File: src/rtl/dcache_8x4_if.sv
// Bundles the CPU-side and memory-side signals of the 8x4 direct-mapped data cache.
// slave is the cache's view; master is the environment's (CPU plus main memory) view.
interface dcache_8x4_if;
   logic        READ;
   logic        WRITE;
   logic [7:0]  ADDRESS;
   logic [7:0]  WRITEDATA;
   logic [7:0]  READDATA;
   logic        BUSYWAIT;
   logic        MEM_READ;
   logic        MEM_WRITE;
   logic [5:0]  MEM_ADDRESS;
   logic [31:0] MEM_WRITEDATA;
   logic [31:0] MEM_READDATA;
   logic        MEM_BUSYWAIT;

   modport slave (
      input  READ, WRITE, ADDRESS, WRITEDATA, MEM_READDATA, MEM_BUSYWAIT,
      output READDATA, BUSYWAIT, MEM_READ, MEM_WRITE, MEM_ADDRESS, MEM_WRITEDATA
   );

   modport master (
      output READ, WRITE, ADDRESS, WRITEDATA, MEM_READDATA, MEM_BUSYWAIT,
      input  READDATA, BUSYWAIT, MEM_READ, MEM_WRITE, MEM_ADDRESS, MEM_WRITEDATA
   );
endinterface

File: src/rtl/dcache_8x4.sv
// Direct-mapped, write-back, write-allocate byte cache: 8 blocks of 4 bytes.
// Misses stall the CPU while whole blocks are written back and refilled over the memory port.
module dcache_8x4 (
   input logic         CLK,
   input logic         RESET,
   dcache_8x4_if.slave bus
);
   typedef enum logic [1:0] {
      IDLE      = 2'd0,
      WRITEBACK = 2'd1,
      FETCH     = 2'd2
   } state_t;

   function automatic logic [7:0] byte_sel(input logic [31:0] blk, input logic [1:0] off);
      return blk[{off, 3'b000} +: 8];
   endfunction

   function automatic logic [31:0] byte_merge(input logic [31:0] blk, input logic [1:0] off,
                                              input logic [7:0] val);
      logic [31:0] res;
      res = blk;
      res[{off, 3'b000} +: 8] = val;
      return res;
   endfunction

   state_t      state_r;
   logic [7:0]  valid_r;
   logic [7:0]  dirty_r;
   logic [2:0]  tag_r  [8];
   logic [31:0] data_r [8];
   logic        mem_read_r;
   logic        mem_write_r;
   logic [5:0]  mem_address_r;
   logic [31:0] mem_writedata_r;

   logic [2:0]  tag_s;
   logic [2:0]  index_s;
   logic [1:0]  offset_s;
   logic [31:0] line_s;
   logic        req_s;
   logic        hit_s;
   logic        miss_s;
   logic        victim_dirty_s;

   // Address decode and hit/miss detection for the current CPU request
   always_comb begin
      tag_s          = bus.ADDRESS[7:5];
      index_s        = bus.ADDRESS[4:2];
      offset_s       = bus.ADDRESS[1:0];
      line_s         = data_r[index_s];
      req_s          = bus.READ | bus.WRITE;
      hit_s          = valid_r[index_s] && (tag_r[index_s] == tag_s);
      miss_s         = req_s && !hit_s;
      victim_dirty_s = valid_r[index_s] && dirty_r[index_s];
   end

   assign bus.READDATA      = byte_sel(line_s, offset_s);
   assign bus.BUSYWAIT      = (state_r != IDLE) || miss_s;
   assign bus.MEM_READ      = mem_read_r;
   assign bus.MEM_WRITE     = mem_write_r;
   assign bus.MEM_ADDRESS   = mem_address_r;
   assign bus.MEM_WRITEDATA = mem_writedata_r;

   // Controller FSM, block arrays and registered memory-port requests
   always_ff @(posedge CLK or negedge RESET) begin
      if (!RESET) begin
         state_r         <= IDLE;
         valid_r         <= 8'h00;
         dirty_r         <= 8'h00;
         mem_read_r      <= 1'b0;
         mem_write_r     <= 1'b0;
         mem_address_r   <= 6'd0;
         mem_writedata_r <= 32'd0;
         for (int i = 0; i < 8; i++) begin
            tag_r[i]  <= 3'd0;
            data_r[i] <= 32'd0;
         end
      end else begin
         case (state_r)
            IDLE: begin
               if (miss_s) begin
                  if (victim_dirty_s) begin
                     state_r         <= WRITEBACK;
                     mem_write_r     <= 1'b1;
                     mem_address_r   <= {tag_r[index_s], index_s};
                     mem_writedata_r <= line_s;
                  end else begin
                     state_r       <= FETCH;
                     mem_read_r    <= 1'b1;
                     mem_address_r <= {tag_s, index_s};
                  end
               end else if (bus.WRITE && hit_s) begin
                  // A store with READ also high is a store
                  data_r[index_s]  <= byte_merge(line_s, offset_s, bus.WRITEDATA);
                  dirty_r[index_s] <= 1'b1;
               end else begin
                  state_r <= IDLE;
               end
            end
            WRITEBACK: begin
               if (!bus.MEM_BUSYWAIT) begin
                  state_r       <= FETCH;
                  mem_write_r   <= 1'b0;
                  mem_read_r    <= 1'b1;
                  mem_address_r <= {tag_s, index_s};
               end else begin
                  state_r <= WRITEBACK;
               end
            end
            FETCH: begin
               if (!bus.MEM_BUSYWAIT) begin
                  state_r          <= IDLE;
                  mem_read_r       <= 1'b0;
                  data_r[index_s]  <= bus.MEM_READDATA;
                  tag_r[index_s]   <= tag_s;
                  valid_r[index_s] <= 1'b1;
                  dirty_r[index_s] <= 1'b0;
               end else begin
                  state_r <= FETCH;
               end
            end
            default: begin
               state_r     <= IDLE;
               mem_read_r  <= 1'b0;
               mem_write_r <= 1'b0;
            end
         endcase
      end
   end
endmodule

File: src/flat_wrapper.sv
// flat-port wrapper written by rule: the top's interface ports become plain ports
module dcache_8x4_flat 
  (CLK, RESET, bus_READ, bus_WRITE, bus_ADDRESS, bus_WRITEDATA, bus_MEM_READDATA, bus_MEM_BUSYWAIT, bus_READDATA, bus_BUSYWAIT, bus_MEM_READ, bus_MEM_WRITE, bus_MEM_ADDRESS, bus_MEM_WRITEDATA);
  dcache_8x4_if bus_i ();
  input logic CLK;
  input logic RESET;
  input wire logic [$bits(bus_i.READ)-1:0] bus_READ;
  input wire logic [$bits(bus_i.WRITE)-1:0] bus_WRITE;
  input wire logic [$bits(bus_i.ADDRESS)-1:0] bus_ADDRESS;
  input wire logic [$bits(bus_i.WRITEDATA)-1:0] bus_WRITEDATA;
  input wire logic [$bits(bus_i.MEM_READDATA)-1:0] bus_MEM_READDATA;
  input wire logic [$bits(bus_i.MEM_BUSYWAIT)-1:0] bus_MEM_BUSYWAIT;
  output wire logic [$bits(bus_i.READDATA)-1:0] bus_READDATA;
  output wire logic [$bits(bus_i.BUSYWAIT)-1:0] bus_BUSYWAIT;
  output wire logic [$bits(bus_i.MEM_READ)-1:0] bus_MEM_READ;
  output wire logic [$bits(bus_i.MEM_WRITE)-1:0] bus_MEM_WRITE;
  output wire logic [$bits(bus_i.MEM_ADDRESS)-1:0] bus_MEM_ADDRESS;
  output wire logic [$bits(bus_i.MEM_WRITEDATA)-1:0] bus_MEM_WRITEDATA;
  assign bus_i.READ = bus_READ;
  assign bus_i.WRITE = bus_WRITE;
  assign bus_i.ADDRESS = bus_ADDRESS;
  assign bus_i.WRITEDATA = bus_WRITEDATA;
  assign bus_i.MEM_READDATA = bus_MEM_READDATA;
  assign bus_i.MEM_BUSYWAIT = bus_MEM_BUSYWAIT;
  assign bus_READDATA = bus_i.READDATA;
  assign bus_BUSYWAIT = bus_i.BUSYWAIT;
  assign bus_MEM_READ = bus_i.MEM_READ;
  assign bus_MEM_WRITE = bus_i.MEM_WRITE;
  assign bus_MEM_ADDRESS = bus_i.MEM_ADDRESS;
  assign bus_MEM_WRITEDATA = bus_i.MEM_WRITEDATA;
  dcache_8x4 u_core (.CLK(CLK), .RESET(RESET), .bus(bus_i));
endmodule
File: config.mk
export PLATFORM = sky130hd
export DESIGN_NAME = dcache_8x4_flat
export DESIGN_NICKNAME = d
export VERILOG_FILES = /design/src/rtl/dcache_8x4_if.sv /design/src/rtl/dcache_8x4.sv /design/src/flat_wrapper.sv
export SDC_FILE = /design/constraint.sdc
export NUM_CORES = 1
export LEC_CHECK = 0
export ABC_AREA = 1
export CAP_MARGIN = 0
export CORE_ASPECT_RATIO = 0.6
export CORE_MARGIN = 2
export CORE_UTILIZATION = 60
export CTS_CLUSTER_SIZE = 24
export DETAILED_ROUTE_END_ITERATION = 7
export PLACE_DENSITY = 0.8
export SYNTH_ARGS = -nofsm -noshare
export SYNTH_HDL_FRONTEND = slang
export SYNTH_SLANG_ARGS = --single-unit
File: constraint.sdc
create_clock -name CLK -period 2.6 [get_ports CLK]
set_input_delay 0.52 -clock CLK [delete_from_list [all_inputs] [get_ports CLK]]
set_output_delay 0.52 -clock CLK [all_outputs]
set_load 0.02 [all_outputs]
* Word-level counts from Yosys, hierarchy flattened
Cells that the tools add are included.
** Storage, ports and cells
- Input bits :: 53
- ROM bits :: 0
- Bits in writable memories :: 0
- Memories kept :: 0
- Bits in latches :: 0
- Logic and storage cells :: 114
- Bits in registers :: 338
** Operators by class
- Equality and inequality tests :: 11
- $add $sub $neg :: 1
- Shift-type cells :: 3
- Reductions and logical operators :: 18
- $lt $le $gt $ge :: 4
- $mul :: 0
- Mux-type cells :: 46
- Bitwise logic cells :: 8
- Div/mod/pow operators :: 0
** Operators with widths (number)
- 256-bit two-way mux :: 3
- 256-bit bitwise mux :: 2
- 256-bit case mux with 2 select lines :: 1
- 32-bit binary-select mux with 3-bit select :: 1
- 32-bit demux with 3-bit select :: 1
- 32-bit two-way mux :: 3
- 32-bit bitwise mux :: 1
- 8-bit by 7-bit variable shift with 32-bit output (first input constant) :: 1
- 32-bit by 6-bit variable part select with 8-bit output :: 1
- 8-bit by 7-bit variable part select with 32-bit output :: 1
- 24-bit bitwise mux :: 1
- 8-bit two-way mux :: 3
- 6-bit two-way mux :: 3
- 8-bit OR :: 2
- 8-bit case mux with 2 select lines :: 1
- 6-bit case mux with 2 select lines :: 1
- 4-bit AND reduction :: 3
- 2-bit two-way mux :: 5
- 3-bit binary-select mux with 3-bit select :: 1
- 3-bit demux with 3-bit select :: 1
- 1-bit two-way mux :: 9
- 3-bit two-way mux :: 3
- 8-bit AND :: 1
- 2-bit != test (second input constant) :: 4
- other kinds (25) :: 38

* Logic depth before layout (Yosys ltp)
- Depth after elaboration :: 10
- Gate-level depth with buffers :: 17
- Depth with buffers taken out :: 15

* Worst setup path before layout
OpenSTA, ideal clock, no wires.
- Path type :: input port to flip-flop
- From :: input bus_ADDRESS[0]
- To :: register u_core.data_r[112] (netlist bit)
- Data required time :: 2.533 ns
- Stages :: 11
- Arrival time :: 2.918 ns
- Path slack :: -0.385 ns
- Library setup time :: 0.067 ns
- Cell sequence :: buf_2 -> clkinv_1 -> clkbuf_1 -> clkbuf_1 -> ha_1 -> clkinv_1 -> nor3_1 -> a21oi_1 -> a21oi_1 -> nand3_1 -> nand2_1
** On the way
- Word-level cells in the longest chain between the ends :: 7
- Elaborated cells on any way between the ends :: 8
- Classes of those cells :: 1 x add/sub; 2 x shift; 5 x mux
** RTL lines
- start: declaration :: line flat_wrapper.sv:9 : input wire logic [$bits(bus_i.ADDRESS)-1:0] bus_ADDRESS;
- 5-bit negator with 7-bit output (*) :: line dcache_8x4.sv:22 : res[{off, 3'b000} +: 8] = val;
- 8-bit by 7-bit variable part select with 32-bit output or 8-bit by 7-bit variable shift with 32-bit output (tied branches) :: line dcache_8x4.sv:22
- 32-bit bitwise mux (*) :: line dcache_8x4.sv:22
- 256-bit bitwise mux (*) :: line dcache_8x4.sv:94 : data_r[index_s] <= byte_merge(line_s, offset_s, bus.WRITEDATA);
- 256-bit two-way mux (*) :: line dcache_8x4.sv:92 : end else if (bus.WRITE && hit_s) begin
- 256-bit two-way mux (*) :: line dcache_8x4.sv:81 : if (miss_s) begin
- 256-bit case mux with 2 select lines (*) :: line dcache_8x4.sv:79 : case (state_r)
- end signal: indexed assignment :: line dcache_8x4.sv:94
- end signal: indexed assignment :: line dcache_8x4.sv:114 : data_r[index_s] <= bus.MEM_READDATA;
- end: declaration :: line dcache_8x4.sv:30 : logic [31:0] data_r [8];
Mark *: on every way between the ends. The rest lies on a longest branch, timed or not. The select of a mux whose other input is x is not followed.
A chain may end at the register's enable or synchronous reset.

* Worst setup path in the final report
- From :: input bus_ADDRESS[3]
- To :: output bus_READDATA[5]
** On the way
- Word-level cells in the longest chain between the ends :: 5
** RTL lines
- 3-bit NOT with 4-bit output (implied by the code) :: line dcache_8x4.sv:50 : line_s = data_r[index_s];
- 32-bit binary-select mux with 3-bit select :: line dcache_8x4.sv:50
- 32-bit two-way mux (implied by the code) (2 in a row) :: line dcache_8x4.sv:50
- 32-bit by 6-bit variable part select with 8-bit output :: line dcache_8x4.sv:15 : return blk[{off, 3'b000} +: 8];
- end: declaration :: line flat_wrapper.sv:13 : output wire logic [$bits(bus_i.READDATA)-1:0] bus_READDATA;
Every way passes these cells. The select of a mux whose other input is x is not followed.

==> flow_summary.ini <==
[clock_network]
clockBufferDepth = 3
clock_latency_ns = 0.62
path_clk_slew_ns = 0.07
cts-htree-levels = 1
cts_tree = yes
cts_root_buf = clkbuf_16
cts.sinks = 338
cts_buffers = 30

[critical_path]
r2r-end = u_core.data_r[44]$_DFFE_PN0P_
cp_common_cell = buf_4
path_max_fanout = 13
path_class = in -> out
reg2reg_depth = 17
cp.required_ns = 2.08
slowest_delay_ns = 0.41
worstSetupEndpointType = primary output
r2r_start = u_core.tag_r[3]$_DFFE_PN0P_
crit_path_cell_trace = buf_8 -> clkinvlp_4 -> nand2_8 -> nor2_4 -> buf_12 -> buf_4 -> a21oi_1 -> nand3_2 -> nor2_1 -> o22ai_1 -> buf_4 -> buf_6
cp-start-kind = primary input
reg2reg_slack_ns = 0.04
cp_num_buf_inv = 6
cp_top_family = buffers and inverters
critPathSlowestCell = a21oi_1
crit_arrival_ns = 2.53

[power_and_ir_drop]
leakagePower_nw = 11.7
p_per_area_nw_per_um2 = 1080
ir_worst_vdd_uv = 701

[drt]
drt_pass1_iterations = 8
drt-initial-drc-count = 3752
drc = 7
drtAntennaViolNets = 0
vias_per_cell = 6.44
vias = 18761
drt-total-wl_mm = 67.2
post_drt_wl_per_cell_um = 23.1

[die]
rows = 47
die-area_um2 = 29200
pin_count = 102
core_region_area_um2 = 27400
initial_core_util = 0.608
die_w_um = 219
die_h_um = 133

[grt]
met1_usage = 0.632
met2_usage = 0.612
grt.overflow.total = 0
top_usage_layer = met1
first_global_vias = 17175
antenna_found_initial = 2
grtUsageMet3 = 0.158
grt_pass1_wl_mm = 97.5
grt_usage = 0.438
grt_max_degree = 68

[synth]
syn_area_per_cell_um2 = 7.57
yosysSeqAreaShare = 0.508
synth_top_area_frac = 0.508
synth-seq-cells = 338
ys_types = 30
syn-cell-area_um2 = 16700
synth_area_leader_cell = dfrtp_1
yosys_warnings = 0
synth.area.top_cells = dfrtp_1 51%, nand2_1 22%, nand3_1 9.7%
synth_nets = 2258
syn_inst = 2200

[layout]
diodes = 0
final_cell_mix = 940 x nand2_1, 338 x dfrtp_1, 309 x nand3_1
fill_cells = 1603
fin_util = 0.819
layout-drive-gt1-share = 0.205
final_common_cell = nand2_1
syn2layout_area_growth_pct = 34.8
finalNetCount = 2582

[placement]
dp_hpwl_mm = 40.4
port_buffers = 101
dp_slack_ns = -1.23
routabilityCongestion = 1.01

[sta]
whs_ns = 0.406
fin_skew_ns = 0.0328
setup_slack_ns = -0.455
fmax_mhz = 327
fin_crit_ns = 3.05
setup_viol = 17
max-slew-margin-rel = 0.505
tightestPinTransition_ns = 0.742
fin_crit_sh = 1.17
rsz0062_at_grt = yes
finalHoldViolCount = 0
slew_viol_final = 0

[min_path]
holdPathEnd = u_core.bus.MEM_ADDRESS[2]$_DFFE_PN0P_
hold_class = in -> reg
hold_depth = 4
min-delay-start = bus_ADDRESS[4]

[outcome]
status = complete, but fails checks
violations = DRC, setup timing

[run]
maxCapViolCount = 0
per-layer routing:
metal | routed length, um | share of wire
met5 | 38 | 0.00057
met4 | 3860 | 0.057
met3 | 11900 | 0.18
met2 | 27000 | 0.40
met1 | 24400 | 0.36
cell usage after synthesis, drive strengths merged:
library cell,number
nand2,973
dfrtp,338
nand3,322
nor2,95
buf,92
inv,86
a21oi,80
o21ai,49
clkbuf,46
a22oi,38
nand4,27
nor3,10
nand3b,9
a211oi,8
clkinv,6
ha,5
o22ai,5
a22o,4
and3,2
nor3b,2
or2,2
o21bai,1
how the worst max path moves through the flow:
| stage | from | cells past startpoint | endpoint | slack (ns) |
|---|---|---|---|---|
| 6_report | bus_ADDRESS[3] | 12 | bus_READDATA[5] | -0.45 |
| 5_1_grt | bus_ADDRESS[3] | 12 | bus_READDATA[5] | -0.38 |
| 3_5_place_dp | bus_ADDRESS[3] | 12 | bus_READDATA[3] | -1.23 |
| 4_1_cts | bus_ADDRESS[4] | 13 | bus_READDATA[3] | -0.20 |
| 3_3_place_gp | bus_ADDRESS[4] | 12 | bus_READDATA[3] | -1.18 |
| 2_1_floorplan | bus_ADDRESS[0] | 10 | u_core.data_r[127]$_DFFE_PN0P_ | 0.001 |
cell families (layout without fill, tap and decap cells):
| group | count (synthesis) | count (layout) | share of synthesized area |
|---|---|---|---|
| AOI/OAI and AO/OA | 185 | 185 | 0.0653 |
| adders and majority gates | 5 | 5 | 0.00376 |
| buffers and inverters | 230 | 577 | 0.0636 |
| DFF | 338 | 338 | 0.508 |
| and+or+nand+nor | 1442 | 1442 | 0.360 |
worst reg2reg max path: stages, from the launching register on:
cell      delay (ns)
dfrtp_1         0.40
inv_1           0.07
nand2_1         0.10
nand3_2         0.12
nand2_1         0.06
inv_1           0.09
nand2_2         0.07
nand2_1         0.05
nand2_1         0.04
nor2_1          0.12
nand2_2         0.10
buf_4           0.16
o21bai_4        0.13
buf_12          0.23
nand2_1         0.15
buf_4           0.28
nand2_1         0.17
nand2_1         0.07
where the power goes:
part	total [mW]	internal [mW]	switching (mW)	leakage, nW
Clock	5.15	2.99	2.16	0.543
Combinational	10.2	3.79	6.37	6.83
Sequential	8.98	7.44	1.53	4.31
flip-flops by register name, indices dropped and copies added (netlist names), named ones only:
name                      flops
u_core.bus.MEM_READ           1
u_core.valid_r                8
u_core.bus.MEM_WRITE          1
u_core.tag_r                 24
u_core.bus.MEM_WRITEDATA     32
u_core.bus.MEM_ADDRESS        6
u_core.state_r                2
u_core.data_r               256
layout make-up:
cell class	instances	area, um2	share of cell area
inverters	92	373	0.0166
flip-flops and latches	338	8460	0.377
clock buffers	39	845	0.0376
well taps	367	459	0.0205
clock inverters	16	282	0.0125
multi-input cells	1632	7670	0.342
repair buffers	430	4360	0.194
per-stage QoR:
stage	cell area [um2]	setup TNS, ns	total power [mW]	std cells
floorplan	16700	0	13.2	2200
global placement	20000	-205.84	17.2	2791
detailed placement	20000	-232.43	17.5	2791
CTS	22000	-1.30	23.1	2900
global route	22400	-2.93	25.2	2914
finish	22400	-2.44	24.3	2914
what timing repair did:
| action | in CTS | in global routing |
|---|---|---|
| setup endpoints to repair | 274 | 162 |
| hold endpoints to repair | 56 | 0 |
| buffers inserted | 54 | 17 |
| cloned | 5 | 1 |
| pin swaps | 43 | 39 |
| hold buffers | 1 | 0 |
| resized for setup | 175 | 76 |
(Power assumes the default switching activity.)
